$ cat src/rtl/loader_pkg.sv
// Shared types and constants for the program loader and its timeout counter.
package loader_pkg;
    typedef enum logic [2:0] {
        IDLE, ACCEPT, WRITE, VADDR, VCHECK, RUN, FINISH
    } state_t;

    typedef enum logic [1:0] {
        ERR_NONE    = 2'b00,
        ERR_VERIFY  = 2'b01,
        ERR_TIMEOUT = 2'b10
    } err_t;

    localparam logic MODE_PROG = 1'b1;
    localparam logic MODE_RUN  = 1'b0;
endpackage

$ cat src/rtl/sat_counter.sv
// Saturating up-counter with synchronous clear; term flags the limit value.
module sat_counter #(
    parameter int WIDTH = 10,
    parameter int LIMIT = 1023
) (
    input  logic clk,
    input  logic rst_n,
    input  logic en,
    input  logic clr,
    output logic term
);
    localparam logic [WIDTH-1:0] LIM = WIDTH'(LIMIT);

    logic [WIDTH-1:0] count;

    always_ff @(posedge clk or negedge rst_n) begin
        if (!rst_n)                   count <= '0;
        else if (clr)                 count <= '0;
        else if (en && count != LIM)  count <= count + WIDTH'(1);
    end

    assign term = (count == LIM);
endmodule

$ cat src/rtl/program_loader.sv
// Streams program bytes into CPU RAM, optionally reads them back for checking,
// then releases the CPU into run mode and waits for halt with a timeout.
module program_loader
    import loader_pkg::*;
#(
    parameter int NWORDS  = 16,
    parameter int VERIFY  = 1,
    parameter int TIMEOUT = 1023
) (
    input  logic       CLK,
    input  logic       nRST,
    input  logic       start,
    input  logic       byte_valid,
    input  logic [7:0] byte_data,
    output logic       byte_ready,
    output logic       mode,
    output logic [7:0] instr,
    output logic [3:0] addr,
    output logic       WEN,
    input  logic [7:0] ramload,
    input  logic       halt,
    output logic       busy,
    output logic       done,
    output logic [1:0] err,
    output logic [3:0] err_addr
);
    localparam logic [3:0] LAST      = 4'(NWORDS - 1);
    localparam bit         VERIFY_EN = (VERIFY != 0);

    state_t     state, state_n;
    err_t       err_q;
    logic [3:0] cnt;
    logic       start_pend;
    logic       tmo;
    logic       mismatch;
    logic [7:0] shadow [NWORDS];

    assign err      = err_q;
    assign mismatch = (ramload != shadow[cnt]);

    sat_counter #(.WIDTH(10), .LIMIT(TIMEOUT)) u_tmo (
        .clk   (CLK),
        .rst_n (nRST),
        .en    (state == RUN),
        .clr   (state != RUN),
        .term  (tmo)
    );

    always_ff @(posedge CLK or negedge nRST) begin
        if (!nRST) state <= IDLE;
        else       state <= state_n;
    end

    always_comb begin
        state_n    = state;
        byte_ready = 1'b0;
        WEN        = 1'b0;
        mode       = MODE_PROG;
        busy       = 1'b1;
        case (state)
            IDLE: begin
                busy = 1'b0;
                if (start || start_pend) state_n = ACCEPT;
            end
            ACCEPT: begin
                byte_ready = 1'b1;
                if (byte_valid) state_n = WRITE;
            end
            WRITE: begin
                WEN = 1'b1;
                if (cnt != LAST)    state_n = ACCEPT;
                else if (VERIFY_EN) state_n = VADDR;
                else                state_n = RUN;
            end
            VADDR:  state_n = VCHECK;
            VCHECK: begin
                if (mismatch)         state_n = FINISH;
                else if (cnt == LAST) state_n = RUN;
                else                  state_n = VADDR;
            end
            RUN: begin
                mode = MODE_RUN;
                if (halt || tmo) state_n = FINISH;
            end
            FINISH: begin
                busy    = 1'b0;
                state_n = IDLE;
            end
            default: state_n = IDLE;
        endcase
    end

    // addr is loaded on the edge entering VADDR so RAM data lines up with VCHECK
    always_ff @(posedge CLK or negedge nRST) begin
        if (!nRST) begin
            cnt        <= '0;
            addr       <= '0;
            instr      <= '0;
            done       <= 1'b0;
            err_q      <= ERR_NONE;
            err_addr   <= '0;
            start_pend <= 1'b0;
        end else begin
            case (state)
                IDLE: begin
                    start_pend <= 1'b0;
                    if (start || start_pend) begin
                        cnt      <= '0;
                        done     <= 1'b0;
                        err_q    <= ERR_NONE;
                        err_addr <= '0;
                    end
                end
                ACCEPT: begin
                    if (byte_valid) begin
                        instr <= byte_data;
                        addr  <= cnt;
                    end
                end
                WRITE: begin
                    if (cnt != LAST) begin
                        cnt <= cnt + 4'd1;
                    end else if (VERIFY_EN) begin
                        cnt  <= '0;
                        addr <= '0;
                    end
                end
                VCHECK: begin
                    if (mismatch) begin
                        err_q    <= ERR_VERIFY;
                        err_addr <= cnt;
                        done     <= 1'b1;
                    end else if (cnt != LAST) begin
                        cnt  <= cnt + 4'd1;
                        addr <= cnt + 4'd1;
                    end
                end
                RUN: begin
                    if (halt) begin
                        done <= 1'b1;
                    end else if (tmo) begin
                        err_q <= ERR_TIMEOUT;
                        done  <= 1'b1;
                    end
                end
                FINISH: begin
                    if (start) start_pend <= 1'b1;
                end
                default: ;
            endcase
        end
    end

    always_ff @(posedge CLK) begin
        if (state == ACCEPT && byte_valid) shadow[cnt] <= byte_data;
    end
endmodule

$ cat config.mk
export PLATFORM = sky130hd
export DESIGN_NAME = program_loader
export DESIGN_NICKNAME = d
export VERILOG_FILES = /design/src/rtl/loader_pkg.sv /design/src/rtl/sat_counter.sv /design/src/rtl/program_loader.sv
export SDC_FILE = /design/constraint.sdc
export NUM_CORES = 1
export LEC_CHECK = 0
export ABC_CLOCK_PERIOD_IN_PS = 3000
export CAP_MARGIN = 15
export CORE_UTILIZATION = 55
export CTS_CLUSTER_DIAMETER = 150
export CTS_CLUSTER_SIZE = 16
export DETAILED_ROUTE_END_ITERATION = 12
export PLACE_DENSITY = 0.75
export SETUP_SLACK_MARGIN = 0.1
export SYNTH_ARGS = -nofsm -noshare
export SYNTH_HDL_FRONTEND = slang
export SYNTH_SLANG_ARGS = --single-unit
$ cat constraint.sdc
create_clock -name CLK -period 3 [get_ports CLK]
set_input_delay 0.45 -clock CLK [delete_from_list [all_inputs] [get_ports CLK]]
set_output_delay 0.45 -clock CLK [all_outputs]
set_load 0.05 [all_outputs]
# ---- Word level (Yosys, flattened, before mapping)
# Memories as Yosys holds them, arrays and structs flattened.
# Cells that the tools add are included.
dict set report word_totals {
  reg_bits 37
  mem_bits_rw 128
  input_bits 21
  out_inout_bits 23
  wordCells 92
  n_memories 1
}
dict set report classes {
  n_addsub 2
  eq_ne 23
  muxes 37
  reduce_logical 20
}
# name words width rd rd_clocked_by_memory_dff wr line_no
set memory_table {}
lappend memory_table {shadow 16 8 1 0 1 program_loader.sv:36} ;# logic [7:0] shadow [NWORDS];
# op n
set ops {}
lappend ops {{2-to-1 mux 4 bit} 7}
lappend ops {{case mux 4 bit (3 select lines)} 2}
lappend ops {{2-to-1 mux 10 bit} 2}
lappend ops {{!= test 2 bit, second input constant} 10}
lappend ops {{case mux 3 bit (6 select lines)} 1}
lappend ops {{2-to-1 mux 3 bit} 5}
lappend ops {{2-to-1 mux 1 bit} 11}
lappend ops {{adder 10 x 1 -> 10 bit, second input constant} 1}
lappend ops {{== test 10 bit, second input constant} 1}
lappend ops {{2-to-1 mux 2 bit} 5}
lappend ops {{!= test 10 bit, second input constant} 1}
lappend ops {{AND reduction 5 bit} 2}
lappend ops {{== test 3 bit, second input constant} 3}
lappend ops {{nonzero test 3 bit} 3}
lappend ops {{!= test 8 bit} 1}
lappend ops {{case mux 4 bit (2 select lines)} 1}
lappend ops {{AND reduction 4 bit} 2}
lappend ops {{== test 3 x 2 -> 1 bit, second input constant} 2}
lappend ops {{!= test 3 bit, second input constant} 2}
lappend ops {{case mux 2 bit (3 select lines)} 1}
lappend ops {{AND reduction 3 bit} 2}
lappend ops {{nonzero test 2 bit} 3}
lappend ops {{adder 4 x 1 -> 4 bit, second input constant} 1}
lappend ops {{== test 4 bit, second input constant} 1}
lappend ops {{other kinds (9)} 12}

# ---- Longest topological paths before layout
# Gate-level depths: netlist (run 1).
dict set report depth {
  depth_word 4
  mapped_depth 12
  ltp_nobuf 8
}

# ---- Modules after synthesis
# From an unflattened synthesis (run 1), not the netlist that was laid out.
dict set report hier_totals {
  cells_unflattened 476
  hier_area_um2 7088.0
}
# mod n_inst cells_per_inst area_each_um2 seq_area_each_um2
set by_module_without_submodules {}
lappend by_module_without_submodules {program_loader 1 419 6547.5 4519.3}
lappend by_module_without_submodules {sat_counter 1 57 540.5 250.2}

# ---- Worst setup path after synthesis (run 1)
# OpenSTA, ideal clock, no wires.
dict set report synth_timing {
  path_kind {register -> register}
  startpoint {register state[0]}
  endpoint {memory shadow[2][0], enable pin}
  arrival_ns 2.672
  required_ns 2.617
  path_slack_ns -0.055
  path_stages_with_launch 8
  n_path_buf 2
  period_less_slack_ns 3.055
  cell_sequence {dfrtp_1 -> clkbuf_1 -> nand2_1 -> nor2_1 -> and2_1 -> clkbuf_1 -> nand2_1 -> nor3_1}
}
dict set report synth_between {
  elab_chain_len 4
}
# item line_no
set synth_lines {}
lappend synth_lines {{start: declaration} program_loader.sv:30} ;# state_t state, state_n;
lappend synth_lines {{start signal: assignment} program_loader.sv:51} ;# else state <= state_n;
lappend synth_lines {{== test 3 x 1 -> 1 bit} program_loader.sv:155} ;# if (state == ACCEPT && byte_valid) shadow[cnt] <= byte_data;
lappend synth_lines {{logical AND 1 bit} program_loader.sv:155}
lappend synth_lines {{2-to-1 mux 1 bit} program_loader.sv:155}
lappend synth_lines {{2-to-1 mux 1 bit (implied by the code)} program_loader.sv:155}
lappend synth_lines {{end: declaration} program_loader.sv:36}
# Every way passes these cells.

# ---- Worst setup path in the final report (run 1)
dict set report layout_timing {
  startpoint {register cnt[0]}
  endpoint {register cnt[0]}
}
dict set report layout_between {
  elab_chain_len 4
  word_cells_on_any_way 11
  classes_between {1 x add/sub; 4 x eq/ne; 4 x mux; 1 x reduce/logical; 1 x memory}
}
# item line_no
set layout_lines {}
lappend layout_lines {{start: declaration} program_loader.sv:32} ;# logic [3:0] cnt;
lappend layout_lines {{start signal: assignment} program_loader.sv:122} ;# cnt <= cnt + 4'd1;
lappend layout_lines {{start signal: assignment} program_loader.sv:134} ;# cnt <= cnt + 4'd1;
lappend layout_lines {{memory (16 x 8 bit) / adder 4 x 1 -> 4 bit (equally long branches)} --}
lappend layout_lines {{!= test 8 bit / 2-to-1 mux 4 bit (equally long branches)} {program_loader.sv:39, program_loader.sv:133}}
lappend layout_lines {{!= test 2 bit (no source line) / 2-to-1 mux 4 bit (equally long branches)} --}
lappend layout_lines {{AND reduction 4 bit (no source line) / case mux 4 bit (3 select lines) (equally long branches)} --}
# Several ways; a longest one is shown, not always the timed one. The select of a mux whose other input is x is not followed.
# A chain may end at the register's enable or synchronous reset.

==> flow_metrics.env, run 1 <==
export IMPL_met1Wirelength_um=6320
export IMPL_synth_seq_area_share=0.676
export IMPL_timing_fmax_mhz=358
export IMPL_cts_root_buf="clkbuf_16"
export IMPL_syn_inst=479
export IMPL_die_x_um=115
export IMPL_skew_ns=0.00547
export IMPL_fin_area_mm2=0.00842
export IMPL_placed_cell_area_mm2=0.00780
export IMPL_synth_distinct_cells=56
export IMPL_r2r_slack_ns=0.20
export IMPL_htree_num_levels=4
export IMPL_grt_max_degree=43
export IMPL_layout_setup_ws_ns=0.204
export IMPL_chipHeight_um=115
export IMPL_fin_tns_setup_ns=0
export IMPL_worstReg2RegStart="cnt[0]$_DFFE_PN0P_"
export IMPL_powerDensity_mw_per_mm2=824
export IMPL_status="finished, final reports clean"
export IMPL_dieArea_mm2=0.0133
export IMPL_clk_pin_slew_worst_paths_ns=0.06
export IMPL_firstDrtPassIters=6
export IMPL_final_period_utilization=0.932
export IMPL_overflow=0
export IMPL_synth_avg_cell_area_um2=14.7
export IMPL_tightest_slew_ns=0.988
export IMPL_cap_viol_max_count=0
export IMPL_antenna_cells=0
export IMPL_antenna_found_initial=0
export IMPL_grt_pass1_vias=4251
export IMPL_async_flop_share=0.224
export IMPL_slew_headroom=0.333
export IMPL_area_growth_pct=19.3
export IMPL_synth_edff_count=128
export IMPL_cp_end_kind="register"
export IMPL_final_nets=577
export IMPL_insertion_delay_ns=0.42
export IMPL_hold_buffers=0
export IMPL_critPathKind="reg -> reg"
export IMPL_synthFlopType="edfxtp_1"
export IMPL_crit_fanout=6
export IMPL_wl_per_cell_um=20.8
export IMPL_slowest_delay_ns=0.56
export IMPL_route_met3_wl_um=896
export IMPL_hold_violations=0
export IMPL_ys_warnings_count=0
export IMPL_dp_worst_setup_slack_ns=-0.226
export IMPL_drv_slew=0
export IMPL_vias=4311
export IMPL_drcViolationCount=0
export IMPL_cts_buffers=17
export IMPL_cp_slowest_cell="mux4_1"
export IMPL_synth_top_area_cell="edfxtp_1"
export IMPL_ioPinCount=44
export IMPL_yosys_top_cells_area="edfxtp_1 (54%), dfrtp_1 (13%), mux2i_1 (6.5%)"
export IMPL_drt_iter0_drc=413
export IMPL_initial_utilization=0.561
export IMPL_crit_required_ns=3.30
export IMPL_vias_per_cell=5.86
export IMPL_crit_buf_inv=1
export IMPL_ys_ff_latch=165
export IMPL_dr_max_layer_used="met4"
export IMPL_ant_nets=0
export IMPL_setup_viol_count_final=0
export IMPL_clockBufferDepth=2
export IMPL_power_mw=6.93
export IMPL_port_buffers=43
export IMPL_layout_common_cells="edfxtp_1 (128), nand2_1 (52), mux2i_1 (46)"
export IMPL_rsz0062_at_grt="true"
export IMPL_dpl_hpwl_um=10500
export IMPL_netlist_area_mm2=0.00706
export IMPL_wl_met2_um=7810
export IMPL_multi_input_area_mm2=0.00212
export IMPL_cts_tree="built"
export IMPL_clkSinkCount=165
export IMPL_synth_top_area_share=0.545
export IMPL_synthesis_nets=505
export IMPL_min_period_ns=2.80
export IMPL_peakVddDrop_mv=0.547
export IMPL_seq_area_mm2=0.00477
export IMPL_layout_cells_most_common="edfxtp_1"
export IMPL_post_route_util=0.670
export IMPL_drive_gt1_frac=0.152
export IMPL_crit_family="multiplexers"
export IMPL_reg2reg_depth=8
export IMPL_track_usage=0.249
export IMPL_rr_endpoint="cnt[0]$_DFFE_PN0P_"
export IMPL_rows=41
export IMPL_gp_congestion=0.886
export IMPL_wl_um=15300
export IMPL_cp_start_kind="register"
export IMPL_fillCellCount=892
export IMPL_leakage_nw=2.98
export IMPL_hold_path_class="in -> async"
export IMPL_arrival_ns=3.10
export IMPL_core_mm2=0.0126
export IMPL_cp_cell_sequence="buf_12 -> mux4_1 -> mux4_2 -> xor2_1 -> nor3_4 -> o211ai_2 -> a21oi_2 -> mux2_1"
export IMPL_grt_pass1_wl_um=23300
## cell families (layout without fill, tap and decap cells)
logic type      Yosys count  in the layout  share of synthesized area
compound gates           67             67                     0.0707
xor+xnor                 13             13                     0.0161
fa+ha+maj                 5              5                    0.00887
simple gates            134            134                     0.0894
buf+inv                  32            117                     0.0243
mux                      63             63                      0.115
flops                   165            165                      0.676
## area by class of cell
type | instances | share of cell area
clock inverter | 15 | 0.0183
inverter | 10 | 0.00446
multi-input combinational | 282 | 0.252
timing repair buffer | 75 | 0.0821
clock buffer | 17 | 0.0505
tap | 172 | 0.0256
sequential | 165 | 0.567
## sequential cells by signal, indices dropped and copies added (netlist names)
register,cells
err,2
done,1
start_pend,1
addr,4
shadow,128
instr,8
u_tmo.count,10
cnt,4
state,3
err_addr,4
## stage by stage
stage | hold WS, ns | instances
after floorplan | 0.154 | 479
after global placement | 0.463 | 702
after detailed placement | 0.466 | 702
after CTS | 0.145 | 736
after global routing | 0.184 | 736
final | 0.128 | 736
## how the worst max path moves through the flow
stage                               from                      end  slack, ns  depth (start not counted)
floorplan           state[0]$_DFFE_PN0P_   shadow[2][0]$_DFFE_PP_       0.20                          7
global placement      cnt[0]$_DFFE_PN0P_      addr[3]$_DFFE_PN0P_      -0.07                          9
detailed placement    cnt[0]$_DFFE_PN0P_      addr[1]$_DFFE_PN0P_      -0.23                          9
CTS                   cnt[0]$_DFFE_PN0P_      addr[1]$_DFFE_PN0P_       0.10                          8
global route          cnt[0]$_DFFE_PN0P_  err_addr[0]$_DFFE_PN0P_       0.04                          9
finish                cnt[0]$_DFFE_PN0P_       cnt[0]$_DFFE_PN0P_       0.20                          8
## synth_stat cells, types with 2 or more instances
library cell and number:
a22oi_1 12, buf_2 5, a211oi_1 2, o21ai_0 7
nor3_1 7, and2_1 2, and4_1 2, o31ai_1 2
nand2_1 52, buf_4 4, o2111ai_1 2, a21o_1 6
inv_1 10, a31oi_1 2, a21oi_1 9, xor2_1 6
mux4_1 6, nand3_1 12, nor2_1 35, dfrtp_1 37
buf_6 4, or3_1 4, mux2_1 5, nand3b_1 2
and3_1 5, a22o_1 9, xnor2_1 7, a221o_1 2
mux2i_1 46, ha_1 5, nand2b_1 3, mux4_2 6
edfxtp_1 128, clkbuf_1 8, a221oi_1 4
## repair_timing
item                                   4_1_cts  5_1_grt
pin swaps                                    0        2
setup endpoints to repair                   18       15
gates resized for setup                      3        5
endpoints found under the hold margin        0        0
buffers inserted                             2        0
## metal layers
metal | GRT usage | vias to the layer above
li1 | - | 1967
met1 | 0.329 | 2154
met2 | 0.413 | 164
met3 | 0.0459 | 26
met4 | 0.0952 | 0
met5 | 0 | -
## where the power goes
| part | internal [mW] | switching [mW] | total [mW] |
|---|---|---|---|
| logic | 0.820 | 1.25 | 2.07 |
| clock network | 1.23 | 0.884 | 2.11 |
| registers | 2.62 | 0.121 | 2.74 |
| total | 4.67 | 2.26 | 6.93 |
No activity file was read; power rests on OpenSTA's default activity.
==> inputs of run 2 (changes only) <==
--- a/config.mk
+++ b/config.mk
@@ -12,6 +12,7 @@
 export CTS_CLUSTER_SIZE = 16
 export DETAILED_ROUTE_END_ITERATION = 12
 export PLACE_DENSITY = 0.75
+export RECOVER_POWER = 50
 export SETUP_SLACK_MARGIN = 0.1
 export SYNTH_ARGS = -nofsm -noshare
 export SYNTH_HDL_FRONTEND = slang
==> flow_metrics.env, run 2 (synthesis gave the netlist of run 1 again) <==
export IMPL_layout_cells_most_common="edfxtp_1"
export IMPL_clockBufferDepth=2
export IMPL_hold_buffers=0
export IMPL_slowest_delay_ns=0.56
export IMPL_antenna_found_initial=0
export IMPL_area_growth_pct=19.2
export IMPL_crit_family="multiplexers"
export IMPL_gp_congestion=0.886
export IMPL_timing_fmax_mhz=357
export IMPL_wl_um=15300
export IMPL_overflow=0
export IMPL_vias=4349
export IMPL_hold_path_class="reg -> reg"
export IMPL_critPathKind="reg -> reg"
export IMPL_antenna_cells=0
export IMPL_grt_pass1_vias=4251
export IMPL_arrival_ns=3.10
export IMPL_skew_ns=0.00534
export IMPL_clk_pin_slew_worst_paths_ns=0.06
export IMPL_wl_per_cell_um=20.8
export IMPL_firstDrtPassIters=5
export IMPL_insertion_delay_ns=0.42
export IMPL_fillCellCount=893
export IMPL_grt_max_degree=43
export IMPL_vias_per_cell=5.91
export IMPL_cp_cell_sequence="buf_12 -> mux4_1 -> mux4_2 -> xor2_1 -> nor3_4 -> o211ai_2 -> a21oi_2 -> mux2_1"
export IMPL_dp_worst_setup_slack_ns=-0.226
export IMPL_crit_required_ns=3.30
export IMPL_htree_num_levels=4
export IMPL_track_usage=0.249
export IMPL_final_nets=577
export IMPL_status="complete, but fails checks"
export IMPL_crit_fanout=6
export IMPL_cts_root_buf="clkbuf_16"
export IMPL_setup_viol_count_final=0
export IMPL_slew_headroom=-0.324
export IMPL_cp_slowest_cell="mux4_1"
export IMPL_dpl_hpwl_um=10500
export IMPL_ant_nets=0
export IMPL_final_period_utilization=0.933
export IMPL_min_period_ns=2.80
export IMPL_initial_utilization=0.561
export IMPL_hold_slack_ns=0.480
export IMPL_grt_pass1_wl_um=23300
export IMPL_dieArea_mm2=0.0133
export IMPL_leakage_nw=2.97
export IMPL_port_buffers=43
export IMPL_layout_setup_ws_ns=0.202
export IMPL_peakVddDrop_mv=0.547
export IMPL_cp_start_kind="register"
export IMPL_chipHeight_um=115
export IMPL_rsz0062_at_grt="true"
export IMPL_crit_buf_inv=1
export IMPL_clkSinkCount=165
export IMPL_cp_end_kind="register"
export IMPL_ioPinCount=44
export IMPL_fin_tns_setup_ns=0
export IMPL_hold_violations=0
export IMPL_drv_slew=38
export IMPL_largest_register="shadow"
export IMPL_tightest_slew_ns=1.99
export IMPL_die_x_um=115
export IMPL_layout_common_cells="edfxtp_1 (128), nand2_1 (52), mux2i_1 (46)"
export IMPL_cts_tree="built"
export IMPL_core_mm2=0.0126
export IMPL_violations="capacitance limit, slew limit"
export IMPL_powerDensity_mw_per_mm2=823
export IMPL_cap_viol_max_count=1
export IMPL_drt_iter0_drc=374
export IMPL_cts_buffers=17
export IMPL_drive_gt1_frac=0.147
export IMPL_rows=41
export IMPL_power_mw=6.92
export IMPL_drcViolationCount=0
export IMPL_reg_largest_list="shadow: 128 flops, u_tmo.count: 10 flops, instr: 8 flops"
export IMPL_largest_reg_flops=128
-- run 2: worst min-delay path: stages, from the launching register on --
cell	delay [ns]
dfrtp_1	0.34
nand2_1	0.05
nand2_1	0.06
-- run 2: path summary, 6_finish.rpt --
kind | endpoint | startpoint | slack, ns | depth (start not counted)
worst max-delay path | cnt[0]$_DFFE_PN0P_ | cnt[0]$_DFFE_PN0P_ | 0.20 | 8
worst min-delay path | instr[5]$_DFFE_PN0P_ | instr[5]$_DFFE_PN0P_ | 0.48 | 2
worst max register to register | cnt[0]$_DFFE_PN0P_ | cnt[0]$_DFFE_PN0P_ | 0.20 | 8
worst min register to register | instr[5]$_DFFE_PN0P_ | instr[5]$_DFFE_PN0P_ | 0.48 | 2
max in group asynchronous | cnt[1]$_DFFE_PN0P_ | nRST | 1.13 | 1
min in group asynchronous | start_pend$_DFFE_PN0P_ | nRST | 0.58 | 1
-- run 2: final cells by class --
type / count / area [um^2] / share of cell area
multi-input combinational: 282 / 2120 / 0.252
sequential: 165 / 4770 / 0.567
inverter: 10 / 37.5 / 0.00446
clock buffer: 17 / 425 / 0.0506
timing repair buffer: 75 / 686 / 0.0815
clock inverter: 15 / 154 / 0.0183
tap: 172 / 215 / 0.0256
-- run 2: power by group --
part / internal [mW] / leakage [nW] / switching, mW / total (mW)
registers: 2.62 / 1.64 / 0.121 / 2.74
clock network: 1.23 / 0.278 / 0.884 / 2.11
logic: 0.813 / 1.05 / 1.25 / 2.07
total: 4.66 / 2.97 / 2.26 / 6.92
-- run 2: metal layers --
layer / GRT usage / part of all wire / up-vias
met1: 0.329 / 0.41 / 2167
li1: - / - / 1965
met4: 0.0952 / 0.020 / 0
met3: 0.0459 / 0.060 / 25
met2: 0.413 / 0.51 / 192
met5: 0 / 0 / -
-- run 2: what timing repair did --
item / 4_1_cts / 5_1_grt
gates resized for setup: 3 / 5
setup buffers: 2 / 0
pin swaps: 0 / 2
endpoints found under the setup margin: 18 / 15
-- run 2: through the flow --
stage | instance area [um^2] | cells | utilization
global route | 8410 | 736 | 0.669
finish | 8410 | 736 | 0.669
floorplan | 7060 | 479 | -
CTS | 8420 | 736 | 0.670
global placement | 7800 | 702 | 0.621
detailed placement | 7800 | 702 | 0.621
==> inputs of run 3 (changes only) <==
--- a/config.mk
+++ b/config.mk
@@ -7,11 +7,13 @@
 export LEC_CHECK = 0
 export ABC_CLOCK_PERIOD_IN_PS = 3000
 export CAP_MARGIN = 15
-export CORE_UTILIZATION = 55
+export CELL_PAD_IN_SITES_DETAIL_PLACEMENT = 1
+export CELL_PAD_IN_SITES_GLOBAL_PLACEMENT = 1
+export CORE_UTILIZATION = 50
 export CTS_CLUSTER_DIAMETER = 150
 export CTS_CLUSTER_SIZE = 16
 export DETAILED_ROUTE_END_ITERATION = 12
-export PLACE_DENSITY = 0.75
+export PLACE_DENSITY_LB_ADDON = 0.1
 export RECOVER_POWER = 50
 export SETUP_SLACK_MARGIN = 0.1
 export SYNTH_ARGS = -nofsm -noshare
==> flow_metrics.env, run 3 (synthesis gave the netlist of run 1 again) <==
export IMPL_status="complete, but fails checks"
export IMPL_violations="capacitance limit, slew limit"
export IMPL_timing_fmax_mhz=344
export IMPL_tightest_slew_ns=2.08
export IMPL_layout_setup_ws_ns=0.0952
export IMPL_largest_reg_flops=128
export IMPL_final_nets=585
export IMPL_dp_worst_setup_slack_ns=-0.280
export IMPL_setup_viol_count_final=0
export IMPL_pwr_share_comb=0.309
export IMPL_grt_pass1_wl_um=26600
export IMPL_swShare=0.327
export IMPL_overflow=0
export IMPL_arrival_ns=3.20
export IMPL_core_mm2=0.0138
export IMPL_hold_buffers=0
export IMPL_post_route_util=0.617
export IMPL_hold_violations=0
export IMPL_die_x_um=121
export IMPL_power_mw=7.15
export IMPL_clk_pin_slew_worst_paths_ns=0.06
export IMPL_final_cells=752
export IMPL_drt_iter0_drc=306
export IMPL_placed_cell_area_mm2=0.00788
export IMPL_cts_root_buf="clkbuf_16"
export IMPL_fin_area_mm2=0.00853
export IMPL_drcViolationCount=0
export IMPL_clkSinkCount=165
export IMPL_seq_area_mm2=0.00477
export IMPL_critPathKind="reg -> reg"
export IMPL_vias_per_cell=5.78
export IMPL_dpl_hpwl_um=11700
export IMPL_dp_cells=715
export IMPL_antenna_cells=0
export IMPL_p_sw_mw=2.34
export IMPL_cp_start_kind="register"
export IMPL_cp_cell_sequence="buf_4 -> mux4_1 -> mux4_2 -> xor2_1 -> nor3_4 -> o211ai_2 -> a21oi_2 -> mux2_1"
export IMPL_fin_tns_setup_ns=0
export IMPL_insertion_delay_ns=0.43
export IMPL_htree_num_levels=4
export IMPL_vias=4350
export IMPL_cp_end_kind="register"
export IMPL_crit_fanout=4
export IMPL_antenna_found_initial=0
export IMPL_peakVddDrop_mv=0.471
export IMPL_powerDensity_mw_per_mm2=838
export IMPL_chipHeight_um=121
export IMPL_clockBufferDepth=2
export IMPL_initial_utilization=0.510
export IMPL_slowest_delay_ns=0.57
export IMPL_layout_cells_most_common="edfxtp_1"
export IMPL_largest_register="shadow"
export IMPL_drv_slew=38
export IMPL_pwr_share_clk=0.304
export IMPL_final_period_utilization=0.968
export IMPL_drive_gt1_frac=0.159
export IMPL_grt_max_degree=38
export IMPL_ant_nets=0
export IMPL_leakage_nw=3.02
export IMPL_internal_power_mw=4.81
export IMPL_cp_slowest_cell="mux4_1"
export IMPL_layout_common_cells="edfxtp_1 (128), nand2_1 (52), mux2i_1 (46)"
export IMPL_port_buffers=43
export IMPL_min_period_ns=2.90
export IMPL_gp_congestion=0.833
export IMPL_grt_pass1_vias=4626
export IMPL_crit_required_ns=3.30
export IMPL_skew_ns=0.00964
export IMPL_hold_slack_ns=0.488
export IMPL_track_usage=0.256
export IMPL_slew_headroom=-0.389
export IMPL_cts_buffers=17
export IMPL_rows=43
export IMPL_dieArea_mm2=0.0146
export IMPL_ioPinCount=44
export IMPL_area_growth_pct=20.9
export IMPL_hold_path_class="reg -> reg"
export IMPL_firstDrtPassIters=5
export IMPL_p_seq_frac=0.387
export IMPL_cts_tree="built"
export IMPL_multi_input_area_mm2=0.00214
export IMPL_crit_family="multiplexers"
export IMPL_cap_viol_max_count=1
export IMPL_reg_largest_list="shadow: 128 flops, u_tmo.count: 10 flops, instr: 8 flops"
export IMPL_wl_um=17300
export IMPL_crit_buf_inv=1
export IMPL_fillCellCount=1294
export IMPL_rsz0062_at_grt="true"
export IMPL_wl_per_cell_um=23.0
## run 3: cell count changes in the layout (fill, tap and decap cells not counted), moves of 2 or more
cell and change:
nand3_1 -2, buf_4 +5, clkbuf_1 +3, nand3_2 +2, clkinv_2 -3, buf_6 +2
inv_6 -3
## run 3: cell type report
class / count / area share
multi-input combinational: 282 / 0.251
sequential: 165 / 0.559
timing repair buffer: 83 / 0.0897
inverter: 10 / 0.00440
clock buffer: 20 / 0.0512
tap: 180 / 0.0264
clock inverter: 12 / 0.0182
## run 3: final timing paths
kind | startpoint | endpoint | slack, ns | cells after the start
hold reg to reg | instr[2]$_DFFE_PN0P_ | instr[2]$_DFFE_PN0P_ | 0.49 | 2
hold / removal | instr[2]$_DFFE_PN0P_ | instr[2]$_DFFE_PN0P_ | 0.49 | 2
setup / recovery | cnt[0]$_DFFE_PN0P_ | cnt[0]$_DFFE_PN0P_ | 0.1 | 8
min in group asynchronous | nRST | addr[2]$_DFFE_PN0P_ | 0.62 | 1
setup reg to reg | cnt[0]$_DFFE_PN0P_ | cnt[0]$_DFFE_PN0P_ | 0.1 | 8
max in group asynchronous | nRST | cnt[0]$_DFFE_PN0P_ | 1.03 | 1
## run 3: power groups by stage
stage / Sequential [mW] / Combinational (mW) / Clock (mW)
floorplan: 3.01 / 1.23 / 0
global placement: 2.81 / 2.06 / 0
detailed placement: 2.81 / 2.11 / 0
CTS: 2.76 / 2.19 / 2.21
global route: 2.78 / 2.35 / 2.28
finish: 2.77 / 2.21 / 2.18
## run 3: per-layer routing
metal	share of wire	vias up	track usage
li1	-	1975	-
met1	0.44	2249	0.345
met2	0.51	114	0.418
met3	0.048	12	0.0500
met4	0.0091	0	0.0895
met5	0	-	0
## run 3: worst min-delay path: stages (launching register included)
cell and delay [ns]:
dfrtp_1 0.34, nand2_1 0.05, nand2_1 0.06
## run 3: what timing repair did
item	in CTS	in global routing
setup buffers	5	0
endpoints found under the setup margin	18	16
gates resized for setup	7	11
pin swaps	1	2
